<file path="config.mk">
export PLATFORM = sky130hd
export DESIGN_NAME = except_ctrl_flat
export DESIGN_NICKNAME = d
export VERILOG_FILES = /design/src/rtl/except_ctrl_if.sv /design/src/rtl/except_ctrl.sv /design/src/flat_wrapper.sv
export SDC_FILE = /design/constraint.sdc
export NUM_CORES = 1
export LEC_CHECK = 0
export ABC_AREA = 1
export BUFFER_PORTS_ARGS = -buffer_cell sky130_fd_sc_hd__buf_2
export CAP_MARGIN = 20
export CORE_AREA = 2 2 121 123
export DETAILED_ROUTE_END_ITERATION = 10
export DIE_AREA = 0 0 123 125
export PLACE_DENSITY = 0.66
export SETUP_SLACK_MARGIN = 0.05
export SYNTH_ARGS = -nofsm -noshare
export SYNTH_HDL_FRONTEND = slang
export SYNTH_SLANG_ARGS = --single-unit
</file>
<file path="constraint.sdc">
create_clock -name clk -period 3.4 [get_ports clk]
set_input_delay 0.34 -clock clk [delete_from_list [all_inputs] [get_ports clk]]
set_output_delay 0.34 -clock clk [all_outputs]
set_load 0.03 [all_outputs]
</file>
<file path="src/rtl/except_ctrl_if.sv">
// Commit-stage exception bus between the pipeline/CP0 side (master) and except_ctrl (slave).
interface except_ctrl_if;
  logic        stall_i;
  logic        mem_valid_i;
  logic [31:0] mem_pc_i;
  logic        mem_in_delayslot_i;
  logic [8:0]  mem_exc_i;
  logic [31:0] mem_data_vaddr_i;
  logic [31:0] status_i;
  logic [31:0] cause_i;
  logic [31:0] epc_i;
  logic [31:0] excepttype_o;
  logic [31:0] pc_o;
  logic [31:0] bad_vaddr_o;
  logic        is_in_delayslot_o;
  logic        flush_o;
  logic [31:0] new_pc_o;
  logic        new_pc_valid_o;
  logic        redirect_ack_i;
  logic        busy_o;

  modport master (
    output stall_i, mem_valid_i, mem_pc_i, mem_in_delayslot_i, mem_exc_i,
           mem_data_vaddr_i, status_i, cause_i, epc_i, redirect_ack_i,
    input  excepttype_o, pc_o, bad_vaddr_o, is_in_delayslot_o, flush_o,
           new_pc_o, new_pc_valid_o, busy_o
  );

  modport slave (
    input  stall_i, mem_valid_i, mem_pc_i, mem_in_delayslot_i, mem_exc_i,
           mem_data_vaddr_i, status_i, cause_i, epc_i, redirect_ack_i,
    output excepttype_o, pc_o, bad_vaddr_o, is_in_delayslot_o, flush_o,
           new_pc_o, new_pc_valid_o, busy_o
  );
endinterface

</file>
<file path="src/rtl/except_ctrl.sv">
// Commit-stage exception controller: prioritises interrupts/exceptions, flushes, redirects fetch.
// Optional macro EXC_TRAP_EN enables the trap flag (mem_exc_i[3]); otherwise it is ignored.
module except_ctrl #(
  parameter logic [31:0] EXC_VECTOR = 32'hBFC00380
) (
  input logic          clk,
  input logic          rst,
  except_ctrl_if.slave bus
);

  typedef enum logic [1:0] {IDLE, COMMIT, REDIRECT} state_t;

  state_t      state, state_nx;
  logic        int_pend_r;
  logic        int_pend_c;
  logic [8:0]  exc;
  logic        accept;
  logic [31:0] code_c, bad_c, new_pc_c;
  logic [31:0] code_r, pc_r, bad_r, new_pc_r;
  logic        ds_r;
  logic        unused_bits;

  assign unused_bits = ^{bus.status_i[31:16], bus.status_i[7:2],
                         bus.cause_i[31:16], bus.cause_i[7:0]};

  assign int_pend_c = bus.status_i[0] & ~bus.status_i[1] &
                      (|(bus.cause_i[15:8] & bus.status_i[15:8]));

  always_comb begin
    exc = bus.mem_exc_i;
`ifdef EXC_TRAP_EN
`else
    exc[3] = 1'b0;
`endif
  end

  assign accept = (state == IDLE) & bus.mem_valid_i & ~bus.stall_i &
                  (int_pend_r | (|exc));

  // Priority encode: interrupt first, eret last
  always_comb begin
    code_c   = 32'h0;
    bad_c    = 32'h0;
    new_pc_c = EXC_VECTOR;
    if (int_pend_r)  code_c = 32'h1;
    else if (exc[0]) begin code_c = 32'h4; bad_c = bus.mem_pc_i; end
    else if (exc[1]) code_c = 32'ha;
    else if (exc[2]) code_c = 32'hc;
    else if (exc[3]) code_c = 32'hd;
    else if (exc[4]) code_c = 32'h8;
    else if (exc[5]) code_c = 32'h9;
    else if (exc[6]) begin code_c = 32'h4; bad_c = bus.mem_data_vaddr_i; end
    else if (exc[7]) begin code_c = 32'h5; bad_c = bus.mem_data_vaddr_i; end
    else if (exc[8]) begin code_c = 32'he; new_pc_c = bus.epc_i; end
  end

  always_ff @(posedge clk) begin
    if (rst) begin
      state      <= IDLE;
      int_pend_r <= 1'b0;
      code_r     <= 32'h0;
      pc_r       <= 32'h0;
      bad_r      <= 32'h0;
      ds_r       <= 1'b0;
      new_pc_r   <= 32'h0;
    end else begin
      state      <= state_nx;
      int_pend_r <= accept ? 1'b0 : int_pend_c;
      if (accept) begin
        code_r   <= code_c;
        pc_r     <= bus.mem_pc_i;
        bad_r    <= bad_c;
        ds_r     <= bus.mem_in_delayslot_i;
        new_pc_r <= new_pc_c;
      end
    end
  end

  always_comb begin
    state_nx           = state;
    bus.excepttype_o   = 32'h0;
    bus.flush_o        = 1'b0;
    bus.new_pc_valid_o = 1'b0;
    bus.busy_o         = 1'b1;
    case (state)
      IDLE: begin
        bus.busy_o = 1'b0;
        if (accept) state_nx = COMMIT;
      end
      COMMIT: begin
        bus.excepttype_o = code_r;
        bus.flush_o      = 1'b1;
        state_nx         = REDIRECT;
      end
      REDIRECT: begin
        bus.new_pc_valid_o = 1'b1;
        if (bus.redirect_ack_i) state_nx = IDLE;
      end
      default: state_nx = IDLE;
    endcase
  end

  assign bus.pc_o              = pc_r;
  assign bus.bad_vaddr_o       = bad_r;
  assign bus.is_in_delayslot_o = ds_r;
  assign bus.new_pc_o          = new_pc_r;

endmodule

</file>
<file path="src/flat_wrapper.sv">
// flat-port wrapper written by rule: the top's interface ports become plain ports
module except_ctrl_flat 
#(
  parameter logic [31:0] EXC_VECTOR = 32'hBFC00380
)
  (clk, rst, bus_stall_i, bus_mem_valid_i, bus_mem_pc_i, bus_mem_in_delayslot_i, bus_mem_exc_i, bus_mem_data_vaddr_i, bus_status_i, bus_cause_i, bus_epc_i, bus_redirect_ack_i, bus_excepttype_o, bus_pc_o, bus_bad_vaddr_o, bus_is_in_delayslot_o, bus_flush_o, bus_new_pc_o, bus_new_pc_valid_o, bus_busy_o);
  except_ctrl_if bus_i ();
  input logic clk;
  input logic rst;
  input wire logic [$bits(bus_i.stall_i)-1:0] bus_stall_i;
  input wire logic [$bits(bus_i.mem_valid_i)-1:0] bus_mem_valid_i;
  input wire logic [$bits(bus_i.mem_pc_i)-1:0] bus_mem_pc_i;
  input wire logic [$bits(bus_i.mem_in_delayslot_i)-1:0] bus_mem_in_delayslot_i;
  input wire logic [$bits(bus_i.mem_exc_i)-1:0] bus_mem_exc_i;
  input wire logic [$bits(bus_i.mem_data_vaddr_i)-1:0] bus_mem_data_vaddr_i;
  input wire logic [$bits(bus_i.status_i)-1:0] bus_status_i;
  input wire logic [$bits(bus_i.cause_i)-1:0] bus_cause_i;
  input wire logic [$bits(bus_i.epc_i)-1:0] bus_epc_i;
  input wire logic [$bits(bus_i.redirect_ack_i)-1:0] bus_redirect_ack_i;
  output wire logic [$bits(bus_i.excepttype_o)-1:0] bus_excepttype_o;
  output wire logic [$bits(bus_i.pc_o)-1:0] bus_pc_o;
  output wire logic [$bits(bus_i.bad_vaddr_o)-1:0] bus_bad_vaddr_o;
  output wire logic [$bits(bus_i.is_in_delayslot_o)-1:0] bus_is_in_delayslot_o;
  output wire logic [$bits(bus_i.flush_o)-1:0] bus_flush_o;
  output wire logic [$bits(bus_i.new_pc_o)-1:0] bus_new_pc_o;
  output wire logic [$bits(bus_i.new_pc_valid_o)-1:0] bus_new_pc_valid_o;
  output wire logic [$bits(bus_i.busy_o)-1:0] bus_busy_o;
  assign bus_i.stall_i = bus_stall_i;
  assign bus_i.mem_valid_i = bus_mem_valid_i;
  assign bus_i.mem_pc_i = bus_mem_pc_i;
  assign bus_i.mem_in_delayslot_i = bus_mem_in_delayslot_i;
  assign bus_i.mem_exc_i = bus_mem_exc_i;
  assign bus_i.mem_data_vaddr_i = bus_mem_data_vaddr_i;
  assign bus_i.status_i = bus_status_i;
  assign bus_i.cause_i = bus_cause_i;
  assign bus_i.epc_i = bus_epc_i;
  assign bus_i.redirect_ack_i = bus_redirect_ack_i;
  assign bus_excepttype_o = bus_i.excepttype_o;
  assign bus_pc_o = bus_i.pc_o;
  assign bus_bad_vaddr_o = bus_i.bad_vaddr_o;
  assign bus_is_in_delayslot_o = bus_i.is_in_delayslot_o;
  assign bus_flush_o = bus_i.flush_o;
  assign bus_new_pc_o = bus_i.new_pc_o;
  assign bus_new_pc_valid_o = bus_i.new_pc_valid_o;
  assign bus_busy_o = bus_i.busy_o;
  except_ctrl #(.EXC_VECTOR(EXC_VECTOR)) u_core (.clk(clk), .rst(rst), .bus(bus_i));
endmodule
</file>
======== Word-level counts from Yosys, hierarchy flattened ========
Cells that the tools add are included.
word-level totals
  register bits after elaboration ......... 132
  logic and storage cells ................. 58
operators by class
  equal/unequal tests ..................... 4
  mux-type cells .......................... 33
  reductions and logical operators ........ 5
  bitwise logic cells ..................... 9
operator list
  kind                                                                      number
  32-bit two-way mux                                                        26
  8-bit OR reduction                                                        2
  8-bit AND                                                                 1
  2-bit one-hot mux with 3 select lines                                     1
  1-bit AND                                                                 5
  2-bit two-way mux                                                         2
  4-bit two-way mux                                                         1
  1-bit two-way mux                                                         3
  2-bit by 1-bit == test with 1-bit output (second input constant)          1
  2-bit == test (second input constant)                                     1
  2-bit zero test                                                           1
  2-bit by 1-bit inequality test with 1-bit output (second input constant)  1
  2-bit inequality test (second input constant)                             1
  1-bit inverter                                                            2
  2-bit AND reduction                                                       1
  2-bit OR reduction                                                        1
  1-bit bitwise OR                                                          1

======== Logic depth before layout (Yosys ltp) ========
Gate-level depths: netlist of the first run.
  word-level depth ........................ 9
  gate-level depth with buffers ........... 10
  mapped depth without buffers ............ 8

======== Least setup slack after synthesis of the first run ========
No wires, ideal clock.
  path type ............................... flip-flop to output port
  start ................................... register u_core.state[0]
  end ..................................... output bus_excepttype_o[0]
  stages on the path, launching flop included .. 5
  required time ........................... 3060 ps
  data arrival time ....................... 1422 ps
  path slack .............................. 1638 ps
  path through ............................ dfxtp_1 -> inv_1 -> nor2_1 -> inv_1 -> nor2_1
on the way
  word-level cells in the longest chain between the ends .. 2
RTL lines
  element                                   RTL line            text
  from (decl)                               except_ctrl.sv:13   state_t state, state_nx;
  from (signal assigned)                    except_ctrl.sv:67   state <= state_nx;
  2-bit by 1-bit == test with 1-bit output  except_ctrl.sv:85   case (state)
  32-bit two-way mux                        except_ctrl.sv:85
  to (decl)                                 flat_wrapper.sv:20  output wire logic [$bits(bus_i.excepttype_o)-1:0] bus_excepttype_o;
Every way passes these cells.

======== Worst setup path in the final report of the first run ========
  start ................................... register u_core.int_pend_r
  end ..................................... register u_core.code_r[3]
on the way
  word-level cells in the longest chain between the ends .. 2
  elaborated cells between the ends (all ways) .. 3
RTL lines
  element                 RTL line           text
  from (decl)             except_ctrl.sv:14  logic int_pend_r;
  from (signal assigned)  except_ctrl.sv:68  int_pend_r <= accept ? 1'b0 : int_pend_c;
  1-bit bitwise OR        except_ctrl.sv:38  (int_pend_r | (|exc));
  1-bit AND               except_ctrl.sv:37  assign accept = (state == IDLE) & bus.mem_valid_i & ~bus.stall_i &
  to (signal assigned)    except_ctrl.sv:70  code_r <= code_c;
  to (decl)               except_ctrl.sv:19  logic [31:0] code_r, pc_r, bad_r, new_pc_r;
Parallel ways exist; a longest one is shown, timed or not.
A chain may end at the register's enable or synchronous reset.

==> results of run 1 <==
[logic make-up (layout without fill, tap and decap cells)]
family,Yosys count,after routing,share of synthesized area
and+or+nand+nor,331,331,0.286
AOI/OAI and AO/OA,131,131,0.143
buffers and inverters,111,295,0.127
DFF,104,104,0.443
other,1,28,0.000798
[power by group through the flow]
stage / Combinational [mW] / Sequential (mW) / Clock, mW
2_1_floorplan: 0.258 / 1.43 / 0
3_3_place_gp: 0.507 / 1.32 / 0
3_5_place_dp: 0.509 / 1.32 / 0
4_1_cts: 0.510 / 1.30 / 1.11
5_1_grt: 0.558 / 1.30 / 1.15
6_report: 0.506 / 1.30 / 1.06
[synth_stat cells]
| library cell | number | area share |
|---|---|---|
| a21oi_1 | 57 | 0.061 |
| a22o_1 | 4 | 0.0075 |
| buf_2 | 11 | 0.012 |
| buf_4 | 29 | 0.046 |
| buf_6 | 8 | 0.019 |
| clkbuf_1 | 26 | 0.021 |
| conb_1 | 1 | 0.00080 |
| dfxtp_1 | 104 | 0.44 |
| inv_1 | 36 | 0.029 |
| inv_2 | 1 | 0.00080 |
| nand2_1 | 190 | 0.15 |
| nand2_2 | 2 | 0.0027 |
| nand3_1 | 7 | 0.0075 |
| nand4_1 | 20 | 0.027 |
| nor2_1 | 96 | 0.077 |
| nor2_2 | 2 | 0.0027 |
| nor2_4 | 1 | 0.0024 |
| nor3_1 | 12 | 0.013 |
| nor3_4 | 1 | 0.0035 |
| o21ai_0 | 70 | 0.075 |
[worst max path at each step]
| stage | endpoint | cells past startpoint | from |
|---|---|---|---|
| after global routing | u_core.code_r[3] | 9 | u_core.int_pend_r |
| final | u_core.code_r[3] | 9 | u_core.int_pend_r |
| after CTS | u_core.code_r[3] | 9 | u_core.int_pend_r |
| after global placement | u_core.bus.new_pc_o[7] | 9 | bus_mem_exc_i[0] |
| after floorplan | bus_excepttype_o[0] | 4 | u_core.state[0] |
| after detailed placement | u_core.int_pend_r | 10 | bus_mem_exc_i[7] |
[flip-flops by register name, indices dropped and copies added, names as in the netlist]
register and count:
u_core.code_r 4, u_core.bus.new_pc_o 32, u_core.bus.pc_o 32, u_core.bus.is_in_delayslot_o 1, u_core.int_pend_r 1, u_core.bus.bad_vaddr_o 32, u_core.state 2
[critical path: stages (launching register included)]
cell,delay (ns)
dfxtp_1,0.42
inv_1,0.08
nand2_1,0.07
nor2_2,0.04
nand2_1,0.04
buf_4,0.25
nand2_4,0.08
inv_2,0.52
nand2_1,0.17
o21ai_0,0.17
[per-layer routing]
metal / track usage / part of all wire / up-vias
met5: 0 / 0 / -
met4: 0.0648 / 0.014 / 0
met3: 0.0443 / 0.074 / 14
met2: 0.300 / 0.48 / 170
met1: 0.221 / 0.43 / 2174
li1: - / - / 2517
[cell type report]
class	count	area share
tap	184	0.0376
inverter	37	0.0227
clock inverter	6	0.0110
timing repair buffer	242	0.203
clock buffer	10	0.0390
sequential	104	0.340
multi-input combinational	490	0.347
[per-stage QoR]
stage                     total power, mW  instance area, µm²   util  std cells
after floorplan                      1.68                4800      -        705
after global placement               1.83                5810  0.409       1056
after detailed placement             1.83                5810  0.409       1056
after CTS                            2.91                6120  0.431       1072
after global routing                 3.01                6130  0.432       1073
final                                2.87                6130  0.432       1073
==> summary.md, run 1 <==
| Metric | Value |
|---|---|
| Max IR drop VDD | 276 µV |
| Hold Crit Depth | 3 |
| Clk slew on worst S/H paths | 0.07 ns |
| Final net count | 1059 |
| MaxCap Viol Count | 0 |
| DRC Markers | 0 |
| Startpoint class of the critical path | flip-flop |
| Core area | 14200 µm² |
| Fmax | 0.522 GHz |
| Post-layout min period | 1.92 ns |
| CTS max path bufs | 2 |
| Hold_buf cts | 0 |
| Multi-input logic area | 2130 µm² |
| Ys Warns | 0 |
| GRT Overall Usage | 0.179 |
| Syn Area/Cell | 6.94 µm² |
| Filler Cells Inserted | 1554 |
| Seq pwr share | 0.452 |
| Max Slew Vio Count | 0 |
| Least-Margin Pin Slew | 0.699 ns |
| Ant. Diodes | 0 |
| Port bufs | 231 |
| Highest-count cells in the layout ignoring fill and taps | buf_2 (231), nand2_1 (190), dfxtp_1 (104) |
| Status | completed |
| GPL Wtd Cong | 0.813 |
| DR WL/cell | 13.2 µm |
| R2R setup slack | 1.48 ns |
| Total grt overflow | 0 |
| RSZ-0062 raised after global routing | no |
| Worst setup margin | 1.48 ns |
| Initial Util | 0.331 |
| Worst setup EP type | flip-flop |
| Ratio of cells with drive above 1 in the final layout | 0.298 |
| Switching Fraction | 0.295 |
| Hold Slack | 0.210 ns |
| WL final | 14200 µm |
| Power per Cell Area | 468 nW/µm² |
| Vias | 4875 |
| Clock skew | 0.00530 ns |
| Tcrit/Tclk final | 0.564 |
| Synthesized area | 4700 µm² |
| Slew HR | 0.533 |
| Pint | 2.02 mW |
| Critical path peak fanout | 36 |
| Die area | 15400 µm² |
| Clock root buffer master | clkbuf_16 |
| Worst reg2reg path depth | 9 |
| P_sw | 0.844 mW |
| Final hold viol count | 0 |
| Post-synthesis register bit count | 104 |
| Drt first-iter violations | 316 |
| Required time worst endpoint | 3.67 ns |
| Area Growth Syn to Fin | 30.4% |
| Comb pwr share | 0.176 |
| Setup tns final | 0 ns |
| DIE HEIGHT | 125 µm |
| Largest net degree at the start of global routing | 59 |
| Commonest non-fill, non-tap cell in the layout | buf_2 |
| Post_cts resized | 0 |
| CTS sink cnt | 104 |
| First-pass GRT wire length | 21500 µm |
| HPWL Detailed | 9750 µm |
| Die X | 123 µm |
| Worst Min Path Start | bus_epc_i[26] |
| DRT antenna net count | 0 |
| Hold EP | u_core.bus.new_pc_o[26] |
| P_leak | 3.02 nW |
| Unique masters post-synth | 20 |
| R2R Path Start | u_core.int_pend_r |
| Synth Instances | 678 |
| Hold Path Class | input port to flip-flop |
| Sequential area share after synthesis | 0.443 |
| Setup Buffers After CTS | 0 |
| CTS tree | yes |
| Total CTS buffers | 9 |
| Pre-CTS setup slack | 1.27 ns |
| Clock network power share | 0.371 |
| Kind of critical path | flip-flop to flip-flop |
| Critical path arrival | 2.19 ns |
| Via density | 4.54 |
| Register area | 2080 µm² |
| Vias in the first global route | 4304 |
| # H-tree levels | 3 |
| Initial antenna violation count | 0 |
| Rows | 44 |
| Final setup violation count | 0 |
| # IOs | 307 |
| Reg-to-reg endpoint | u_core.code_r[3] |
| Router iterations before antenna repair | 4 |
| Clk_lat worst skew | 0.34 ns |
No activity file was read; power rests on OpenSTA's default activity.
==> run 2: changes to the inputs <==
- ABC_AREA: 1 -> 0
- CORE_AREA: 2 2 121 123 -> 2 2 118 120
- DIE_AREA: 0 0 123 125 -> 0 0 120 122
- PLACE_DENSITY: 0.66 -> 0.64
- clock period: 3.4 -> 1.8 ns (I/O delays scaled with it)
==> run 2 against run 1 <==
Compared with the run above:
- the run now ends with negative setup slack left
- maximum frequency down 1.9%
- critical path type unchanged
- register-to-register slack got worse by 1.6 ns
- combinational power up 120%
==> summary.md, run 2 <==
| Metric | Value |
|---|---|
| Status | finished, violations left |
| Failing checks | negative setup slack |
| Most frequent cell after synthesis | dfxtp_1 |
| Die X | 120 µm (-2.4%) |
| Critical path peak fanout | 5 (-86%) |
| First-pass GRT wire length | 21500 µm (-0.16%) |
| Ys flop type | dfxtp_1 |
| Max IR drop VDD | 515 µV (+87%) |
| CP Cell Sequence | or4b_4, or3_4, buf_6, nor3_4, buf_12, clkbuf_16, a22o_1 |
| Unique masters post-synth | 34 (+70%) |
| Vias in the first global route | 4052 (-5.9%) |
| Pre-CTS setup slack | -0.428 ns (-1.70 ns) |
| Commonest non-fill, non-tap cell in the layout | buf_2 |
| Total grt overflow | 0 (unchanged) |
| Worst Min Path Start | bus_epc_i[16] |
| Least-Margin Pin Slew | 0.794 ns (+0.0948 ns) |
| Count of flip-flops with a built-in enable after synthesis | 0 (unchanged) |
| DRT antenna net count | 0 (unchanged) |
| Vias | 4220 (-13%) |
| Critical path arrival | 2.23 ns (+0.04 ns) |
| CTS sink cnt | 104 (unchanged) |
| Hold EP | u_core.bus.new_pc_o[16] |
| Initial antenna violation count | 2 (+2) |
| GRT Overall Usage | 0.190 (+0.0111) |
| Final hold viol count | 0 (unchanged) |
| Post-layout util | 0.502 (+0.0700) |
| Max Slew Vio Count | 0 (unchanged) |
| Largest net degree at the start of global routing | 51 (-14%) |
| Rows | 43 (-2.3%) |
| Required time worst endpoint | 2.08 ns (-1.59 ns) |
| HPWL Detailed | 9090 µm (-6.8%) |
| CP max stage delay | 0.52 ns (about the same) |
| GPL Wtd Cong | 0.788 (-3.0%) |
| Slew HR | 0.470 (-0.0625) |
| CTS max path bufs | 2 (unchanged) |
| Reg-to-reg endpoint | u_core.bus.new_pc_o[5] |
| Hold Crit Depth | 2 (-1) |
| DRC Markers | 0 (unchanged) |
| Fmax | 0.512 GHz (-1.9%) |
| RSZ-0062 raised after global routing | yes |
| Hold Path Class | input port to flip-flop |
| Port bufs | 231 (unchanged) |
| Post-layout min period | 1.95 ns (+0.0366 ns) |
| Highest-count cells in the layout ignoring fill and taps | buf_2 (231), dfxtp_1 (102), a22o_1 (85) |
| Worst setup EP type | flip-flop |
| Crit path max-delay family | simple AND/OR/NAND/NOR gates |
| Synth top area share | 0.505 (+0.0627) |
| Yosys top cell by area | dfxtp_1 |
| P_leak | 3.24 nW (+7.1%) |
| Buffers & Inverters on Critical Path | 3 (unchanged) |
| Sequential area share after synthesis | 0.505 (+0.0627) |
| Drt first-iter violations | 188 (-41%) |
| # IOs | 307 (unchanged) |
| Most instantiated cells after synthesis | dfxtp_1 (104), a22o_1 (85), nand2_1 (67) |
| Kind of critical path | flip-flop to flip-flop |
| Synth Instances | 427 (-37%) |
| Worst reg2reg path depth | 7 (-2) |
| Clock skew | 0.00560 ns (+0.000296 ns) |
| Filler Cells Inserted | 1270 (-18%) |
| Synthesized area | 4120 µm² (-12%) |
| Clk_lat worst skew | 0.34 ns (about the same) |
| Area Growth Syn to Fin | 64.5% |
| Ys async rst share | 0 (unchanged) |
| Die area | 14600 µm² (-4.8%) |
| Router iterations before antenna repair | 5 (+1) |
| Clk slew on worst S/H paths | 0.07 ns (about the same) |
| Clock root buffer master | clkbuf_16 |
| Ys Warns | 0 (unchanged) |
| Post-synthesis register bit count | 104 (unchanged) |
| Power per Cell Area | 808 nW/µm² (+73%) |
| Hold_buf cts | 0 (unchanged) |
| DIE HEIGHT | 122 µm (-2.4%) |
| Final setup violation count | 73 (+73) |
| DR WL/cell | 17.1 µm (+29%) |
| R2R setup slack | -0.15 ns (-1.64 ns) |
| Total power | 5.47 mW (+91%) |
| Startpoint class of the critical path | flip-flop |
| Ratio of cells with drive above 1 in the final layout | 0.591 (+0.293) |
| Final net count | 858 (-19%) |
| Initial Util | 0.305 (-0.0260) |
| R2R Path Start | u_core.state[0] |
| Syn Area/Cell | 9.65 µm² (+39%) |
| # H-tree levels | 3 (unchanged) |
| Synth top area cells | dfxtp_1 (51%), a22o_1 (18%), nand2_1 (6.1%) |
| Slowest cell on the critical path | or4b_4 |
| WL final | 14900 µm (+4.7%) |
| Core area | 13500 µm² (-4.9%) |
| Tcrit/Tclk final | 1.09 (+0.522) |
| Via density | 4.86 (+6.9%) |
| Total CTS buffers | 9 (unchanged) |
| MaxCap Viol Count | 0 (unchanged) |
| CTS tree | yes |
| Worst setup margin | -0.154 ns (-1.64 ns) |
run 2: cell types whose count changed after synthesis, sizes merged, moves of 20 or more:
cell	previous run	this run
nand2	192	67
a21oi	57	37
o21ai	70	1
inv	37	2
a22o	4	85
nor2	99	21
run 2: per-stage QoR:
stage | cells | TNS, ns | instance area, µm² | hold slack (ns)
final | 869 | -3.98 | 6770 | 0.0507
after global routing | 869 | -9.61 | 6770 | 0.0421
after CTS | 865 | -7.40 | 6460 | 0.0326
after detailed placement | 828 | -19.27 | 5580 | 0.394
after global placement | 828 | -15.74 | 5580 | 0.392
after floorplan | 454 | 0 | 4350 | 0.305
run 2: layout make-up:
cell class | count | area, µm² | area share
Tap cell | 180 | 225 | 0.0332
Inverter | 2 | 7.51 | 0.00111
Clock inverter | 3 | 42.5 | 0.00628
Multi-Input combinational cell | 286 | 2270 | 0.335
Sequential cell | 104 | 2080 | 0.308
Antenna cell | 2 | 5.00 | 0.000739
Timing Repair Buffer | 280 | 1890 | 0.279
Clock buffer | 12 | 246 | 0.0364
run 2: power by group:
group          internal (mW)  switching, mW  total (mW)
Combinational          0.458          0.638        1.10
Clock                   1.11          0.820        1.93
Sequential              2.39         0.0636        2.45
run 2: logic make-up after synthesis:
| kind of cell | after synthesis | share of synthesized area |
|---|---|---|
| AOI/OAI and AO/OA | 147 | 0.271 |
| buffers and inverters | 65 | 0.103 |
| DFF | 104 | 0.505 |
| other | 1 | 0.000910 |
| and+or+nand+nor | 110 | 0.120 |
run 2: what timing repair did:
action | 4_1_cts | 5_1_grt
setup buffers | 13 | 2
resized for setup | 59 | 84
endpoints found under the setup margin | 105 | 103
cloned | 9 | 4
pin swaps | 31 | 42
run 2: worst reg2reg max path, delay by kind of cell (launching register included):
family	cells	cell delay [ns]
flip-flops	1	0.32
AO/OA/AOI/OAI	1	0.12
AND/OR/NAND/NOR	3	1.02
buffers and inverters	3	0.44
run 2: how the worst max path moves through the flow:
stage / startpoint / endpoint / depth (start not counted)
5_1_grt: u_core.state[0] / u_core.bus.new_pc_o[30] / 7
3_5_place_dp: bus_stall_i / u_core.bus.bad_vaddr_o[16] / 5
2_1_floorplan: u_core.state[0] / u_core.bus.new_pc_o[8] / 5
6_report: u_core.state[0] / u_core.bus.new_pc_o[5] / 7
3_3_place_gp: bus_stall_i / u_core.bus.bad_vaddr_o[16] / 5
4_1_cts: u_core.state[0] / u_core.bus.new_pc_o[20] / 7
run 2: layer usage:
layer | up-vias | global-route usage | wire (µm)
li1 | 1998 | - | -
met1 | 2005 | 0.234 | 6160
met2 | 193 | 0.322 | 7350
met3 | 24 | 0.0435 | 1010
met4 | 0 | 0.0750 | 360
met5 | - | 0 | 0
